File: config.mk
export PLATFORM = sky130hd
export DESIGN_NAME = dmem_access_unit
export DESIGN_NICKNAME = d
export VERILOG_FILES = /design/src/rtl/dmem_access_unit.sv
export SDC_FILE = /design/constraint.sdc
export NUM_CORES = 1
export LEC_CHECK = 0
export BUFFER_PORTS_ARGS = -buffer_cell sky130_fd_sc_hd__buf_2
export CELL_PAD_IN_SITES_DETAIL_PLACEMENT = 1
export CELL_PAD_IN_SITES_GLOBAL_PLACEMENT = 2
export CORE_MARGIN = 5
export CORE_UTILIZATION = 28
export DETAILED_ROUTE_END_ITERATION = 10
export PLACE_DENSITY_LB_ADDON = 0.1
export SYNTH_ARGS = -nofsm -noshare
export SYNTH_HDL_FRONTEND = slang
export SYNTH_SLANG_ARGS = --single-unit
File: constraint.sdc
create_clock -name clk -period 7.4 [get_ports clk]
set_clock_uncertainty 0.1 [all_clocks]
set_input_delay 1.48 -clock clk [delete_from_list [all_inputs] [get_ports clk]]
set_output_delay 1.48 -clock clk [all_outputs]
set_load 0.005 [all_outputs]
File: src/rtl/dmem_access_unit.sv
// Data-memory stage: runs one valid/ready bus transaction per load/store, aligns and
// extends load data, and holds the pipeline with stall until the response has arrived.
module dmem_access_unit #(
  parameter int XLEN   = 64,
  parameter int ADDR_W = 64
) (
  input  logic              clk,
  input  logic              rst,
  input  logic              valid_in,
  input  logic              memr,
  input  logic              memw,
  input  logic [2:0]        funct3,
  input  logic [ADDR_W-1:0] addr,
  input  logic [XLEN-1:0]   wdata,
  input  logic              flush,
  input  logic              pipe_advance,
  output logic              stall,
  output logic [XLEN-1:0]   dmem_data,
  output logic              misaligned,
  output logic              req_valid,
  input  logic              req_ready,
  output logic              req_we,
  output logic [ADDR_W-1:0] req_addr,
  output logic [XLEN-1:0]   req_wdata,
  output logic [7:0]        req_wstrb,
  input  logic              resp_valid,
  input  logic [XLEN-1:0]   resp_data,
  output logic [1:0]        dbg_state
);

  typedef enum logic [1:0] {S_IDLE = 2'd0, S_REQ = 2'd1, S_RESP = 2'd2, S_DONE = 2'd3} state_t;

  // Bus handshake: a request transfers on the rising edge where req_valid and req_ready
  // are both 1; req_* fields hold steady while req_valid waits. resp_valid is a one-cycle
  // strobe that is only honoured while a response is outstanding.

  state_t            r_state, w_next;
  logic              r_req_we, r_is_load, r_flushed;
  logic [ADDR_W-1:0] r_req_addr;
  logic [XLEN-1:0]   r_req_wdata, r_dmem_data;
  logic [7:0]        r_req_wstrb;
  logic [2:0]        r_off, r_funct3;

  logic              w_mis_sz, w_mem_op;
  logic [2:0]        w_off;
  logic [7:0]        w_strb;
  logic [XLEN-1:0]   w_raw, w_ld, w_capture;

  assign w_off = addr[2:0];

  always_comb begin
    w_mis_sz = 1'b0;
    w_strb   = 8'hFF;
    case (funct3[1:0])
      2'b00:   begin w_mis_sz = 1'b0;        w_strb = 8'h01 << w_off; end
      2'b01:   begin w_mis_sz = addr[0];     w_strb = 8'h03 << w_off; end
      2'b10:   begin w_mis_sz = |addr[1:0];  w_strb = 8'h0F << w_off; end
      default: begin w_mis_sz = |addr[2:0];  w_strb = 8'hFF;          end
    endcase
  end

  assign misaligned = valid_in & (memr | memw) & w_mis_sz;
  assign w_mem_op   = valid_in & (memr | memw) & ~misaligned & ~flush;
  // rst gates stall so an asynchronous reset releases the pipeline without a clock edge.
  assign stall      = w_mem_op & (r_state != S_DONE) & ~rst;
  // A flushed request is withdrawn in the same cycle so the bus can never accept it.
  assign req_valid  = (r_state == S_REQ) & ~flush;
  assign req_we     = r_req_we;
  assign req_addr   = r_req_addr;
  assign req_wdata  = r_req_wdata;
  assign req_wstrb  = r_req_wstrb;
  assign dmem_data  = r_dmem_data;
  assign dbg_state  = r_state;

  always_comb begin
    w_raw = resp_data >> {r_off, 3'b000};
    w_ld  = w_raw;
    case (r_funct3[1:0])
      2'b00:   w_ld = {{56{~r_funct3[2] & w_raw[7]}},  w_raw[7:0]};
      2'b01:   w_ld = {{48{~r_funct3[2] & w_raw[15]}}, w_raw[15:0]};
      2'b10:   w_ld = {{32{~r_funct3[2] & w_raw[31]}}, w_raw[31:0]};
      default: w_ld = w_raw;
    endcase
    w_capture = (r_is_load & ~r_flushed & ~flush) ? w_ld : '0;
  end

  always_comb begin
    w_next = r_state;
    case (r_state)
      S_IDLE:  if (w_mem_op) w_next = S_REQ;
      S_REQ:   if (flush) w_next = S_IDLE;
               else if (req_ready) w_next = S_RESP;
      S_RESP:  if (resp_valid) w_next = S_DONE;
      default: if (pipe_advance) w_next = S_IDLE;
    endcase
  end

  always_ff @(posedge clk or posedge rst) begin
    if (rst) begin
      r_state     <= S_IDLE;
      r_req_we    <= 1'b0;
      r_req_addr  <= '0;
      r_req_wdata <= '0;
      r_req_wstrb <= '0;
      r_off       <= '0;
      r_funct3    <= '0;
      r_is_load   <= 1'b0;
      r_flushed   <= 1'b0;
      r_dmem_data <= '0;
    end else begin
      r_state <= w_next;
      case (r_state)
        S_IDLE: if (w_mem_op) begin
          r_req_we    <= memw;
          r_req_addr  <= {addr[ADDR_W-1:3], 3'b000};
          r_req_wdata <= memw ? (wdata << {w_off, 3'b000}) : '0;
          r_req_wstrb <= memw ? w_strb : 8'h00;
          r_off       <= w_off;
          r_funct3    <= funct3;
          r_is_load   <= memr;
          r_flushed   <= 1'b0;
          r_dmem_data <= '0;
        end
        S_RESP: begin
          if (flush) r_flushed <= 1'b1;
          if (resp_valid) r_dmem_data <= w_capture;
        end
        S_DONE: if (pipe_advance) r_dmem_data <= '0;
        default: ;
      endcase
    end
  end

endmodule

======== Word level (Yosys, flattened, before mapping) ========
Cells that the tools add are included.
Widths: inputs -> output; s select.
cells by class
  equal/unequal tests ..................... 13
  shifts and indexed selects .............. 5
  reductions and logical operators ........ 12
  mux-type cells .......................... 19
  bitwise logic cells ..................... 18
operators with widths
  cell                 number
  $pmux 64 s3          2
  $mux 64              5
  $shl 64x6->64        1
  $shr 64x6->64        1
  $pmux 8 s3           1
  $and 1x1->1          12
  $mux 2               5
  $ne 2x2->1 const B   5
  $eq 2x2->1 const B   4
  $mux 8               1
  $reduce_and 4->1     2
  $shl 1x3->8 const A  1
  $shl 2x3->8 const A  1
  $shl 4x3->8 const A  1
  $eq 2x1->1 const B   3
  $logic_not 2->1      3
  $pmux 2 s3           1
  $not 1->1            5
  $reduce_bool 4->1    1
  $ne 3x3->1 const B   1
  $pmux 1 s3           1
  $reduce_and 3->1     1
  $reduce_bool 3->1    1
  $reduce_or 3->1      1
  other kinds (6)      7
storage, ports and cells
  logic and storage cells ................. 77
  output and inout port bits .............. 206
  flip-flop bits (word level) ............. 208
  bits of input ports ..................... 204

======== Logic depth before layout (Yosys ltp) ========
Gate-level depths: netlist of run 1.
  word-level depth ........................ 8
  depth in mapped cells ................... 10
  mapped depth without buffers ............ 7

======== Worst setup path after synthesis of run 1 ========
Ideal clock, no wire load.
  path kind ............................... input to output
  start point ............................. input port funct3[0]
  end point ............................... output port stall
  slack ................................... 3,393 ps
  data arrival time ....................... 2,427 ps
  stages on the path ...................... 4
  cells stage by stage .................... ha_1 a211o_1 a21oi_1 and3b_1
on the way
  longest elaborated chain between the ends .. 8
  elaborated cells between the ends (all ways) .. 10
  those cells by class .................... 2 x eq/ne; 1 x mux; 6 x bitwise; 1 x reduce/logical
RTL lines
  item                                RTL line  RTL
  start: declaration                  12        input logic [2:0] funct3,
  $eq 2x2->1 (tied with other cells)  54        case (funct3[1:0])
  $pmux 1 s3 *                        54
  $and 1x1->1 *                       62        assign misaligned = valid_in & (memr | memw) & w_mis_sz;
  $not 1->1 *                         63        assign w_mem_op = valid_in & (memr | memw) & ~misaligned & ~flush;
  $and 1x1->1 * (2 in a row)          63
  $and 1x1->1 * (2 in a row)          65        assign stall = w_mem_op & (r_state != S_DONE) & ~rst;
  end: declaration                    17        output logic stall,
Mark *: on every way between the ends. The rest lies on a longest branch, timed or not.

======== Final worst setup path of run 1 ========
  start point ............................. input port memw
  end point ............................... output port stall
on the way
  longest elaborated chain between the ends .. 8
RTL lines
  item                        RTL line  RTL
  start: declaration          11        input logic memw,
  $or 1x1->1 *                62, 63
  $and 1x1->1 *               62, 63
  $and 1x1->1                 62
  $not 1->1                   63
  $and 1x1->1 * (2 in a row)  63
  $and 1x1->1 * (2 in a row)  65
Marked as above.

==> metrics, run 1 <==
status=finished clean; Synth Instances=1163; area leader, netlist=dfrtp_1; Clk pin slew, worst setup/hold paths=60 ps; Nets=1715; area grow syn2layout=27.6%; Synth area leaders=dfrtp_1, mux2i_1, mux2_2, mux4_2, nand2_1; Core Rows=75; RSZ-0062 raised after global routing=no; post-synth top area share=43.4%; hold_sp=dmem_data[55]; I/O pin count=410; max_slew headroom=33.9%; largest net degree at the start of global routing=122; total clock sinks=208; Sequential Area=5210 sq um; worst path arrival time=3140 ps; final setup violation count=0; initial antenna violation count=13; initial core utilization=28.5%; Final Slew Violations=0; post_cts resized=0; Detail Route Antenna Nets=0; Least-Margin Pin Slew=990 ps; IO Port Bufs=406; Worst Path Max Fanout=45; Post-CTS Setup Inserts=0; Vias per Instance=5.06; crit path time final=4720 ps; WL per Instance=23.3 um; MaxCap Viol Count=0; Crit path largest cell delay=600 ps; PwrDens=339 nW/um^2; grt total ovfl=0; Post-route DRC=0; Routed WL=48300 um; Tcrit/Tclk final=63.7%; CTS tree=yes; Critical-path top delay cell=buf_2; Top cell by count, worst path=buf_2; Worst Path Required=5820 ps; Vias=10.5k; Crit. End Element=output pin; Final Hold Vio Count=0; peak supply drop=0.167 mV; total track usage=19.8%; # H-tree levels=1; first-pass GRT wire length=72500 um; clock latency on the worst-skew pair=560 ps; hold buffers post-CTS=0; clock buffer depth=3; worst-path cell chain=buf_2 > o21ai_0 > a21oi_1 > and3b_1 > buf_2; hpwl dp=36400 um; Seq/Total Area, Yosys=43.4%; Leak=7.58 nW; mapped cell area=12000 sq um; die footprint=47100 sq um; number of synthesized flops with an enable pin=0; crit start category=primary input; RR Startpoint=r_off[1]; multi-input logic area=6280 sq um; First-pass DRT Iterations=4; initial detailed-routing violation count=418; kind of cell adding the most delay to the critical path=buffers and inverters; CTS root buf=clkbuf_16; Yosys reg bits=208; Bufs and invs on worst path=2; Mean Syn Cell Area=10.3 sq um; CTS buffer count=27; count of different cell masters after synthesis=54; post-layout util=36.3%; Max Fclk=0.212 GHz; core area=42100 sq um; Syn. warnings=0; ys flop type=dfrtp_1; Sum Neg Setup Slack=0 ps; Final GP Congestion=0.842; critical path launch point=memw; die width=217 um; fillers=4863; WS Path Type=in2out; share of post-route cells with drive strength above 1=41.3%; hold_ws=371 ps; Die Ht=217 um; Hold Crit Class=reg2reg; FFs w/ async S/R, synth=100%; total power=5.20 mW; vias in the first global route=11.3k
-- path summary, 6_finish.rpt --
kind	endpoint	slack, ps	depth (start not counted)
min	dmem_data[55]	370	2
min in group asynchronous	dbg_state[1]	980	2
max reg2reg	dmem_data[63]	4030	7
max	stall	2680	5
min reg2reg	dmem_data[55]	370	2
max in group asynchronous	req_addr[40]	4880	3
-- power by group --
| part | switching (mW) | internal [mW] | total (mW) |
|---|---|---|---|
| combinational | 1.13 | 0.936 | 2.07 |
| sequential | 0.228 | 1.52 | 1.75 |
| clock | 0.541 | 0.843 | 1.38 |
-- cell usage after synthesis (30+ instances only) --
cell and number:
dfrtp_1 208, nand2_1 178, mux2i_1 119, mux2_2 90, o21ai_0 73, clkbuf_1 61, nor2_1 51, a21oi_1 31
mux4_2 31, nand2b_1 31, o21ai_2 30, o22ai_1 30
-- flip-flops by register name (all words and copies together) (netlist names) --
register,flops
dbg_state,2
dmem_data,64
r_flushed,1
r_funct3,3
r_is_load,1
r_off,3
req_addr,61
req_wdata,64
req_we,1
req_wstrb,8
-- area by class of cell --
class	instances	share of cell area, %
inverter	14	0.392
tap	539	4.40
clock buffer	39	5.16
multi-input combinational	836	41.0
antenna	6	0.0981
clock inverter	11	0.907
timing repair buffer	419	14.0
sequential	208	34.0
-- placed cells by master (no fill, tap or decap), types with 10 or more instances in the layout --
master     instances
and2_1            10
mux4_2            31
a211oi_1          17
a22oi_1           16
inv_1             13
o31ai_1           15
mux2i_1          119
mux2_2            90
o21ai_2           30
o211ai_1          15
o22ai_1           30
a22o_1            15
nor2b_1           18
nand2_1          177
dfrtp_1          205
o21ai_0           73
clkbuf_16         27
nor2_1            51
buf_4             14
nand2b_1          31
a21oi_1           31
buf_2            404
-- cell families (layout without fill, tap and decap cells) --
group                    after synthesis  after routing  share of synthesized area, %
flip-flops                           208            208                          43.4
other                                  1              9                        0.0313
AND/OR/NAND/NOR                      310            310                          11.4
AO/OA/AOI/OAI                        276            276                          15.8
buffers and inverters                121            483                          4.41
adder cells (fa/ha/maj)                5              5                         0.521
multiplexers                         242            242                          24.4
-- metrics by stage --
step | setup WS [ps] | std cells | cell area [sq um]
final | 2680 | 2072 | 15300
after floorplan | 139 | 1165 | 12000
after CTS | 2630 | 2066 | 15300
after global placement | 2690 | 2016 | 14400
after detailed placement | 2660 | 2016 | 14400
after global routing | 2480 | 2067 | 15300
-- worst reg2reg max path: stages, from the launching register on --
cell and delay, ps:
dfrtp_2 390, buf_4 700, mux2_2 470, mux4_2 490
and3_4 200, o31ai_4 200, buf_4 500, o21ai_1 170
-- layer usage --
layer	global-route usage [%]	up-vias	part of all wire (%)
met1	23.2	5242	39
met5	0	-	0.30
met4	5.35	20	3.1
met2	36.5	252	52
met3	4.57	85	5.4
li1	-	4889	-
No activity file was read; power rests on OpenSTA's default activity.
==> inputs of run 2 (changes only) <==
Settings changed: ABC_AREA set to 1, CORE_UTILIZATION 28 to 27.
Clock period 7.4 ns to 4.5 ns, I/O delays scaled along.
==> run 2 against run 1 <==
  * Routed wire length up 11%
  * Via count up 20%
  * Utilization fell by 1.2 points
  * Clock power is 72% higher
  * Non-clock buffer count up 8
  * Global-route usage is 1.9 points higher
  * Sequential share of layout area is 0.41 points higher
  * Sequential cell count did not move
  * Count of clock-buffer cells in the layout decreased by 6
  * Critical endpoint is now dmem_data[52]
==> metrics, run 2 <==
fillers=5527 (+14%); hpwl dp=39800 um (+9.4%); met1 wire length=22400 um (+18%); area leader, netlist=dfrtp_1; WL per Instance=20.2 um (-14%); top-count cell post-synth=nand2_1; status=finished clean; post-layout util=35.1% (-1.2 points); PwrDens=578 nW/um^2 (+70%); Die Ht=219 um (+0.85%); Sum Neg Setup Slack=0 ps (unchanged); largest net degree at the start of global routing=136 (+11%); total track usage=21.7% (+1.9 points); Vias per Instance=4.75 (-6.3%); Tcrit/Tclk final=75.2%; CTS tree=yes; multi-input logic area=5660 sq um (-9.8%); final setup violation count=0 (unchanged); Final Hold Vio Count=0 (unchanged); FFs w/ async S/R, synth=100% (unchanged); Seq/Total Area, Yosys=44.2% (+0.82 points); WS Path Type=reg2reg; total clock sinks=208 (unchanged); Hold Crit Class=in2async; Post-route DRC=0 (unchanged); Mean Syn Cell Area=6.93 sq um (-33%); post-synth top area share=44.2% (+0.82 points); Bufs and invs on worst path=2 (unchanged); Final Slew Violations=0 (unchanged); Routed WL=53400 um (+11%); Worst Path Max Fanout=37 (-18%); ys flop type=dfrtp_1; Leak=8.83 nW (+17%); number of synthesized flops with an enable pin=0 (unchanged); critical path depth=10 (+5); kind of cell adding the most delay to the critical path=simple AND/OR/NAND/NOR gates; CTS buffer count=28 (+3.7%); first-pass GRT wire length=80800 um (+12%); vias in the first global route=13.5k (+19%); Yosys reg bits=208 (unchanged); die footprint=47900 sq um (+1.7%); MaxCap Viol Count=0 (unchanged); CTS root buf=clkbuf_16; Post-CTS Setup Inserts=0 (unchanged); max_slew headroom=24.2% (-9.6 points); Core Rows=76 (+1.3%); mapped cell area=11800 sq um (-1.8%); top cells by count, synth=nand2_1, dfrtp_1, o21ai_0, nand3_1, nor2_1; Max Fclk=0.295 GHz; IO Port Bufs=406 (unchanged); count of different cell masters after synthesis=41 (-24%); Vias=12.6k (+20%); area grow syn2layout=28.4%; Crit path largest cell delay=770 ps (+170 ps); First-pass DRT Iterations=4 (unchanged); initial antenna violation count=3 (-10); Least-Margin Pin Slew=1130 ps (+145 ps); crit path time final=3380 ps; RSZ-0062 raised after global routing=no; Sequential Area=5210 sq um (about the same); crit start category=register; peak supply drop=0.294 mV (+76%); clock latency on the worst-skew pair=580 ps (+20 ps); worst-path cell chain=inv_2 > buf_4 > nand2_1 > nand3_1 > nand3_1 > nand2_2 > nand2_4 > nand4_2 > nand2_1 > nand2_1; # H-tree levels=1 (unchanged); initial detailed-routing violation count=621 (+49%); clock buffer depth=3 (unchanged); worst path arrival time=3740 ps (+600 ps); Critical-path top delay cell=dfrtp_2; Top cell by count, worst path=nand2_1; grt total ovfl=0 (unchanged); Final GP Congestion=0.822 (-2.4%); Worst Path Required=4850 ps (-970 ps); Synth area leaders=dfrtp_1, nand2_1, o21ai_0, nand3_1, nor2_1; die width=219 um (+0.85%); post_cts resized=0 (unchanged); Synth Instances=1698 (+46%); Nets=2252 (+31%); share of post-route cells with drive strength above 1=24.7% (-17 points); Detail Route Antenna Nets=0 (unchanged); Met2 Routed Length=26900 um (+7.2%); Crit. End Element=register; most common cell after layout, fill and taps aside=nand2_1; hold buffers post-CTS=0 (unchanged); I/O pin count=410 (unchanged); core area=43100 sq um (+2.2%); most frequent cells in the layout=nand2_1, buf_2, dfrtp_1, o21ai_0, nand3_1; Clk pin slew, worst setup/hold paths=60 ps (about the same); initial core utilization=27.3% (-1.1 points); WL met3=2800 um (+7.2%); Worst Reg2Reg Path Length in Cells=10 (+3); top sig layer=met5; Syn. warnings=0 (unchanged)
## run 2: final timing paths
check                      slack [ps]    startpoint       endpoint
setup / recovery                 1120      r_off[0]  dmem_data[52]
hold / removal                    370           rst   dmem_data[3]
setup reg to reg                 1120      r_off[0]  dmem_data[52]
hold reg to reg                   370  dmem_data[1]   dmem_data[1]
max in group asynchronous        2840           rst   req_addr[54]
min in group clk                  370  dmem_data[1]   dmem_data[1]
## run 2: layout make-up
cell class | count | share of cell area [%]
well taps | 585 | 4.84
clock buffers | 33 | 4.96
diodes | 2 | 0.0331
inverters | 83 | 2.10
flip-flops and latches | 208 | 34.4
clock inverters | 18 | 1.55
multi-input cells | 1295 | 37.4
repair buffers | 427 | 14.6
## run 2: kinds of logic (layout without fill, tap and decap cells)
family          count (synthesis)  in the layout  synth area share (%)
xor+xnor                        1              1                0.0744
other cells                     1              5                0.0318
flops                         208            208                  44.2
mux                             4              4                 0.340
simple gates                  999            999                  33.6
fa+ha+maj                       5              5                 0.531
compound gates                283            283                  13.3
buf+inv                       197            561                  7.90
## run 2: per-stage QoR
stage	power, mW	cell area (sq um)	std cells	hold WS [ps]	worst slack, ps
2_1_floorplan	4.91	11800	1700	349	-562
3_3_place_gp	6.44	14100	2598	357	863
3_5_place_dp	6.48	14100	2598	360	867
4_1_cts	8.92	15100	2649	376	1050
5_1_grt	9.45	15100	2649	390	751
6_report	8.74	15100	2651	371	1120
## run 2: routing by layer
| metal | GRT usage, % | vias to the layer above |
|---|---|---|
| met5 | 0 | - |
| met2 | 38.8 | 308 |
| li1 | - | 6086 |
| met1 | 27.0 | 6117 |
| met3 | 4.04 | 66 |
| met4 | 5.59 | 2 |
## run 2: tightest hold or removal path: stages
cell	delay, ps
buf_2	110
clkinvlp_4	100
buf_4	300
## run 2: power breakdown
part | switching (mW) | internal, mW | leakage, nW
clock network | 0.937 | 1.43 | 0.484
logic | 2.39 | 1.18 | 5.57
registers | 0.399 | 2.40 | 2.77
total | 3.73 | 5.01 | 8.83
